<file path="src/rtl/seq_pkg.sv">
// ============================================================================
// Module   : seq_pkg
// Brief    : Golden sequencer codes and monitor state encoding.
// Revision : 1.0
// ============================================================================
`default_nettype none

package seq_pkg;

  localparam logic [2:0] SEQ_S0 = 3'b000;
  localparam logic [2:0] SEQ_S1 = 3'b101;
  localparam logic [2:0] SEQ_S2 = 3'b001;
  localparam logic [2:0] SEQ_S3 = 3'b011;
  localparam logic [2:0] SEQ_S4 = 3'b110;

  typedef enum logic [0:0] {
    HUNT  = 1'b0,
    TRACK = 1'b1
  } mon_state_t;

endpackage

`default_nettype wire

</file>
<file path="src/rtl/sat_counter.sv">
// ============================================================================
// Module   : sat_counter
// Brief    : Synchronous-reset up-counter that sticks at all-ones.
// Revision : 1.0
// ============================================================================
`default_nettype none

module sat_counter #(
  parameter int W = 8
) (
  input  logic         clk,
  input  logic         rst,
  input  logic         inc,
  output logic [W-1:0] q
);

  logic [W-1:0] r_q;

  always_ff @(posedge clk) begin
    if (rst) begin
      r_q <= '0;
    end else if (inc && (r_q != {W{1'b1}})) begin
      r_q <= r_q + 1'b1;
    end
  end

  assign q = r_q;

endmodule

`default_nettype wire

</file>
<file path="src/rtl/seq_monitor.sv">
// ============================================================================
// Module   : seq_monitor
// Brief    : Locks onto the golden 3-bit sequencer cycle and flags deviations.
// Revision : 1.0
// ============================================================================
`default_nettype none

module seq_monitor
  import seq_pkg::*;
#(
  parameter int HOLD_LEN  = 3,
  parameter int ERR_CNT_W = 8,
  parameter int PER_CNT_W = 8
) (
  input  logic                 clk,
  input  logic                 rst,
  input  logic                 en,
  input  logic [2:0]           number,
  input  logic                 err_clr,
  output logic                 locked,
  output logic                 err_pulse,
  output logic                 err_sticky,
  output logic [ERR_CNT_W-1:0] err_cnt,
  output logic [PER_CNT_W-1:0] period_cnt
);

  localparam int HOLD_W = $clog2(HOLD_LEN + 1);
  localparam logic [HOLD_W-1:0] c_HOLD_MAX = HOLD_W'(HOLD_LEN);

  mon_state_t        r_state, w_state_nxt;
  logic [2:0]        r_exp, w_exp_nxt;
  logic [HOLD_W-1:0] r_hold, w_hold_nxt, w_hold_inc;
  logic              w_err, w_per_inc;
  logic              r_err_pulse, r_err_sticky;

  assign w_hold_inc = r_hold + 1'b1;

  always_ff @(posedge clk) begin
    if (rst) begin
      r_state <= HUNT;
      r_exp   <= SEQ_S0;
      r_hold  <= '0;
    end else begin
      r_state <= w_state_nxt;
      r_exp   <= w_exp_nxt;
      r_hold  <= w_hold_nxt;
    end
  end

  always_comb begin
    w_state_nxt = r_state;
    w_exp_nxt   = r_exp;
    w_hold_nxt  = r_hold;
    w_err       = 1'b0;
    w_per_inc   = 1'b0;
    if (en) begin
      case (r_state)
        HUNT: begin
          if (number == SEQ_S0) begin
            w_state_nxt = TRACK;
            w_exp_nxt   = SEQ_S1;
            w_hold_nxt  = '0;
          end
        end
        TRACK: begin
          // A mismatching sample is never reused for acquisition, even a 000.
          if (number != r_exp) begin
            w_err       = 1'b1;
            w_state_nxt = HUNT;
            w_hold_nxt  = '0;
          end else begin
            case (number)
              SEQ_S0: begin
                w_exp_nxt = SEQ_S1;
                w_per_inc = 1'b1;
              end
              SEQ_S1: w_exp_nxt = SEQ_S2;
              SEQ_S2: begin
                w_exp_nxt  = SEQ_S3;
                w_hold_nxt = '0;
              end
              SEQ_S3: begin
                w_hold_nxt = w_hold_inc;
                w_exp_nxt  = (w_hold_inc < c_HOLD_MAX) ? SEQ_S3 : SEQ_S4;
              end
              SEQ_S4: w_exp_nxt = SEQ_S0;
              default: ;
            endcase
          end
        end
        default: w_state_nxt = HUNT;
      endcase
    end
  end

  always_ff @(posedge clk) begin
    if (rst) begin
      r_err_pulse  <= 1'b0;
      r_err_sticky <= 1'b0;
    end else begin
      r_err_pulse <= w_err;
      if (w_err) begin
        r_err_sticky <= 1'b1;
      end else if (en && err_clr) begin
        r_err_sticky <= 1'b0;
      end
    end
  end

  sat_counter #(.W(ERR_CNT_W)) u_err_cnt (
    .clk (clk),
    .rst (rst),
    .inc (w_err),
    .q   (err_cnt)
  );

  sat_counter #(.W(PER_CNT_W)) u_per_cnt (
    .clk (clk),
    .rst (rst),
    .inc (w_per_inc),
    .q   (period_cnt)
  );

  assign locked     = (r_state == TRACK);
  assign err_pulse  = r_err_pulse;
  assign err_sticky = r_err_sticky;

endmodule

`default_nettype wire

</file>
<file path="config.mk">
export PLATFORM = sky130hd
export DESIGN_NAME = seq_monitor
export DESIGN_NICKNAME = d
export VERILOG_FILES = /design/src/rtl/seq_pkg.sv /design/src/rtl/sat_counter.sv /design/src/rtl/seq_monitor.sv
export SDC_FILE = /design/constraint.sdc
export NUM_CORES = 1
export LEC_CHECK = 0
export BUFFER_PORTS_ARGS = -buffer_cell sky130_fd_sc_hd__buf_2
export CORE_MARGIN = 4
export CORE_UTILIZATION = 49
export DETAILED_ROUTE_END_ITERATION = 12
export PLACE_DENSITY = 0.75
export SYNTH_ARGS = -nofsm -noshare
export SYNTH_HDL_FRONTEND = slang
export SYNTH_SLANG_ARGS = --single-unit
</file>
<file path="constraint.sdc">
create_clock -name clk -period 1.6 [get_ports clk]
set_input_delay 0.16 -clock clk [delete_from_list [all_inputs] [get_ports clk]]
set_output_delay 0.16 -clock clk [all_outputs]
set_load 0.05 [all_outputs]
</file>
After elaboration in Yosys (flattened, before gate mapping)
Cells that the tools add are included.

Register bits after elaboration: 24. Memory bits (writable): 0. Word-level logic and storage cells: 50. Output and inout port bits: 19. Latch bits: 0. Memories: 0. ROM bits: 0. Input port bits: 7.

$mul: 0. Shift operators: 0. Order comparisons: 1. Reduce and logical (&&, ||, !) cells: 7. Eq/ne operators: 11. $add $sub $neg: 3. Mux-type cells: 20. Bitwise operators: 1. Divide/modulo/power cells: 0.

Operators with widths (number): $add 8x1->8 const B (2); $ne 8x8->1 const B (2); $pmux 3 s5 (1); $mux 1 (10); $mux 3 (3); $pmux 2 s2 (2); $eq 3x3->1 const B (2); $ne 6x1->1 const B (1); $pmux 3 s2 (1); $mux 2 (2); $ne 2x2->1 const B (2); $ne 4x1->1 const B (1); $reduce_and 4->1 (1); $eq 3x1->1 const B (1); $eq 3x2->1 const B (1); $logic_and 1x1->1 (3); $logic_not 3->1 (1); $ne 3x3->1 (1); $reduce_and 3->1 (1); $add 2x1->2 const B (1); $lt 2x2->1 const B (1); $pmux 1 s2 (1); $reduce_bool 2->1 (1); $not 1->1 (1).

Depth between registers and ports, before layout
Word-level depth: 6. Gate-level depth with buffers: 6. Gate-level depth less buffers: 6.

Cells and area by module
Synthesis repeated with hierarchy kept, for this count alone.

Cell total of the unflattened synthesis: 153. Area, all modules: 1387.6 µm².

By module, submodules not included: sat_counter (cells each 46, seq. area each 160.2 µm², instances 2, area each 430.4 µm²); seq_monitor (cells each 61, seq. area each 160.2 µm², instances 1, area each 526.8 µm²).

Worst setup path after synthesis
No wires, ideal clock.

Path type: register to register. Start: reg r_state (netlist: locked). End: reg u_err_cnt.r_q[5] (netlist: u_err_cnt.q[5]). Required time: 1479 ps. Cell stages (with the launch flop): 6. Slack: -333 ps. Clock period less this slack: 1933 ps. Arrival: 1813 ps. Library setup time: 121 ps. Buffers on the path: 1. Path through: dfxtp_1 -> clkbuf_8 -> nand2_1 -> a31o_2 -> nor4_1 -> mux2_2.

Word-level cells in the longest chain between the ends: 3.

RTL lines: from (decl) (line seq_monitor.sv:30) `mon_state_t r_state, w_state_nxt;`; from (signal assigned) (line seq_monitor.sv:44) `r_state <= w_state_nxt;`; $mux 1 (line seq_monitor.sv:57) `case (r_state)`; $mux 1 (line seq_monitor.sv:56) `if (en) begin`; $logic_and 1x1->1 (line sat_counter.sv:22) `end else if (inc && (r_q != {W{1'b1}})) begin`; to (signal assigned) (line sat_counter.sv:23) `r_q <= r_q + 1'b1;`; to (decl) (line sat_counter.sv:17) `logic [W-1:0] r_q;`.

Every way passes these cells. A chain may end at the register's enable or synchronous reset.

Worst setup path after layout
Start: reg r_exp[1]. End: reg r_exp[1].

Word-level cells in the longest chain between the ends: 3.

RTL lines: from (decl) (line seq_monitor.sv:31) `logic [2:0] r_exp, w_exp_nxt;`; from (signal assigned) (line seq_monitor.sv:45) `r_exp <= w_exp_nxt;`; $ne 3x3->1 (line seq_monitor.sv:67) `if (number != r_exp) begin`; $ne 2x2->1 (no source line); $reduce_and 4->1 (no source line).

Every way passes these cells.

==> metrics.md <==
| Metric | Value |
|---|---|
| Rel. slew slack | `56.50%` |
| Critical Path Source Type | `register` |
| Type of the worst min-delay path | `input port to register` |
| Setup TNS | `-0.4644 ns` |
| Fillcell total | `208` |
| Row count | `18` |
| Pwr per Cell Area | `644.8 nW/um^2` |
| Vias per cell | `5.932` |
| Largest net degree at the start of global routing | `29` |
| Congestion Overflow GR | `0` |
| HPWL Detailed | `2427 um` |
| Reg-to-reg slack, setup | `-0.12 ns` |
| Total GRT Usage | `19.79%` |
| DIE AREA | `3715 um^2` |
| Logic pwr share | `9.9%` |
| Io pins | `26` |
| Drt first pass iters | `4` |
| WHS | `0.1228 ns` |
| H-tree levels | `1` |
| Dpl ws | `-0.2734 ns` |
| Syn nets | `174` |
| VDD IR max | `0.4781 mV` |
| YS warnings | `0` |
| Clock power share | `38.7%` |
| Top cells by area, synth | `dfxtp_1 (35%), a21oi_1 (6.6%), or4_1 (6.0%)` |
| DIE WIDTH | `60.95 um` |
| Core Footprint | `2567 um^2` |
| Clock root cell | `clkbuf_4` |
| Kind of critical path | `register to register` |
| Worst-Margin Slew | `0.6457 ns` |
| Max Fclk | `582.5 MHz` |
| Top FF cell, synth | `dfxtp_1` |
| First-pass GRT wire length | `5713 um` |
| Clock latency on the worst-skew pair | `0.31 ns` |
| TritonCTS clock tree | `built` |
| Cell Chain, Critical Path | `or4_4 > a211o_1 > a211o_1 > a31oi_1` |
| ANT nets after route | `0` |
| Critical path's top delay family | `compound AO/OA/AOI/OAI gates` |
| CP Data Required Time | `1.85 ns` |
| Setup crit start | `r_exp[1]` |
| Reg2reg path depth | `4` |
| Worst path bufs/invs | `0` |
| Layout area overhead | `30.51%` |
| Async set-or-reset flop fraction in the synthesized netlist | `0%` |
| Fin crit period | `1.717 ns` |
| Static leakage | `0.6625 nW` |
| Post-CTS Setup Bufs | `0` |
| CP max stage cell | `or4_4` |
| # clock sinks | `24` |
| P_int | `888.1 uW` |
| Seq cells post-synth | `24` |
| Most frequent cells in the layout | `buf_2 (25), buf_4 (24), a21oi_1 (18)` |
| Max Cap Viol | `0` |
| Failing checks | `setup timing` |
| Critical Path End | `r_exp[1]` |
| Most used cell along the critical path | `a211o_1` |
| Sw Ratio | `23.19%` |
| Yosys cell types | `42` |
| Total wire length | `3343 um` |
| Hold Fails Final Rpt | `0` |
| Yosys top cell by area | `dfxtp_1` |
| Total number of vias | `1406` |
| CTS Buf Count | `3` |
| Area fraction of the dominant cell type after synthesis | `34.97%` |
| Critical path arrival | `1.97 ns` |
| Mapped Area | `1374 um^2` |
| Max FO, Critical Path | `5` |
| DR WL/cell | `14.11 um` |
| Syn Inst Count | `164` |
| Worst setup margin | `-0.1166 ns` |
| P_sw | `268.1 uW` |
| Initial antenna violation count | `0` |
| Critical R2R Launch | `r_exp[1]` |
| Final GP Congestion | `0.8464` |
| Commonest non-fill, non-tap cell in the layout | `buf_2` |
| Final setup violation count | `8` |
| Number of flops mapped to enable cells by yosys | `0` |
| Share of layout cells above drive strength 1 | `39.61%` |
| Remaining DRCs | `0` |
| # port buffers | `25` |
| Clk_skew | `0.001877 ns` |
| Final layout net count | `218` |
| Final period util | `107.3%` |
| RSZ-0062 raised after global routing | `true` |
| Flop pwr share | `51.3%` |
| Status | `finished with violations` |
| Worst Setup End Kind | `register` |
| Vias in the first global route | `1422` |
| Sequential share of the synthesized area | `34.97%` |
| Clock transition at path regs | `0.14 ns` |
| Slew Limit Fails | `0` |
| # diodes | `0` |
| Max incr delay on CP | `0.51 ns` |
| Iteration-0 DRC Markers | `87` |
| Post-Syn Area per Cell | `8.377 um^2` |
| Chip height | `60.95 um` |
| Initial Utilization | `53.51%` |
| Pwr Total | `1.156 mW` |
| Clk buf depth | `2` |
| Cell count along the critical path | `4` |
| Critical R2R Capture | `r_exp[1]` |
kinds of logic (layout without fill, tap and decap cells):
kind of cell | count (synthesis) | in the layout | share of synthesized area, %
and+or+nand+nor | 61 | 61 | 26.78
AOI/OAI and AO/OA | 50 | 50 | 23.59
DFF | 24 | 24 | 34.97
buffers and inverters | 21 | 64 | 8.471
adders and majority gates | 3 | 3 | 2.733
xor gates and xnor gates | 3 | 3 | 1.913
muxes | 2 | 2 | 1.548
final cells by class:
| cell class | count | area (um^2) | area share (%) |
|---|---|---|---|
| well taps | 30 | 37.54 | 2.094 |
| flip-flops and latches | 24 | 525.5 | 29.31 |
| clock buffers | 3 | 22.52 | 1.256 |
| multi-input cells | 119 | 823.3 | 45.92 |
| inverters | 10 | 37.54 | 2.094 |
| clock inverters | 1 | 30.03 | 1.675 |
| repair buffers | 50 | 316.6 | 17.66 |
cell usage after synthesis, types with 2 or more instances:
cell,count
o21ai_0,8
nand2b_1,2
o31ai_1,9
xnor2_1,3
nor4bb_1,2
nand2_1,8
nor2_1,5
ha_1,3
o41ai_1,2
inv_1,10
clkbuf_8,2
nor3_1,2
a21oi_1,18
buf_2,4
nor2b_1,4
nand3_1,9
or3_1,5
dfxtp_1,24
a211o_1,2
or4_1,11
nand4_1,6
nor4_1,2
a211oi_1,2
clkbuf_1,3
worst min-delay path by stage:
stage	start	to	cells past startpoint
finish	err_clr	err_sticky	4
global route	err_clr	err_sticky	4
CTS	err_clr	err_sticky	4
detailed placement	err_sticky	err_sticky	2
global placement	err_sticky	err_sticky	2
floorplan	en	err_sticky	3
sequential cells by signal (all words and copies together), names as in the netlist:
| register | count |
|---|---|
| r_exp | 3 |
| u_err_cnt.q | 8 |
| locked | 1 |
| err_sticky | 1 |
| r_hold | 2 |
| err_pulse | 1 |
| u_per_cnt.q | 8 |
per-layer routing:
metal  wire length [um]  part of all wire (%)  global-route usage (%)
met2               1674                    50                   36.49
met3                125                   3.7                   2.766
met1               1506                    45                   22.16
met5                  0                     0                       0
met4                 36                   1.1                   9.288
through the flow:
stage / cells / cell area [um^2] / util (%)
CTS: 237 / 1784 / 69.49
detailed placement: 233 / 1705 / 66.42
finish: 237 / 1793 / 69.83
global route: 237 / 1793 / 69.83
floorplan: 164 / 1438 / -
global placement: 233 / 1705 / 66.42
tightest hold or removal path: stages:
cell and delay (ns):
buf_2 0.08, nand2_1 0.05, nand2_1 0.06, a21oi_1 0.05
what timing repair did:
item | in CTS | in global routing
endpoints found under the hold margin | 0 | 0
setup endpoints to repair | 11 | 14
pin swaps | 1 | 1
hold buffers | 0 | 0
gates resized for setup | 5 | 2
gates cloned | 0 | 0
power groups by stage:
stage | clock [mW] | sequential [mW] | combinational [mW]
after floorplan | 0 | 0.613 | 0.0686
after global placement | 0 | 0.606 | 0.105
after detailed placement | 0 | 0.606 | 0.108
after CTS | 0.453 | 0.594 | 0.113
after global routing | 0.478 | 0.595 | 0.125
final | 0.448 | 0.594 | 0.115
Note: power is estimated with default switching activity, not from simulation.
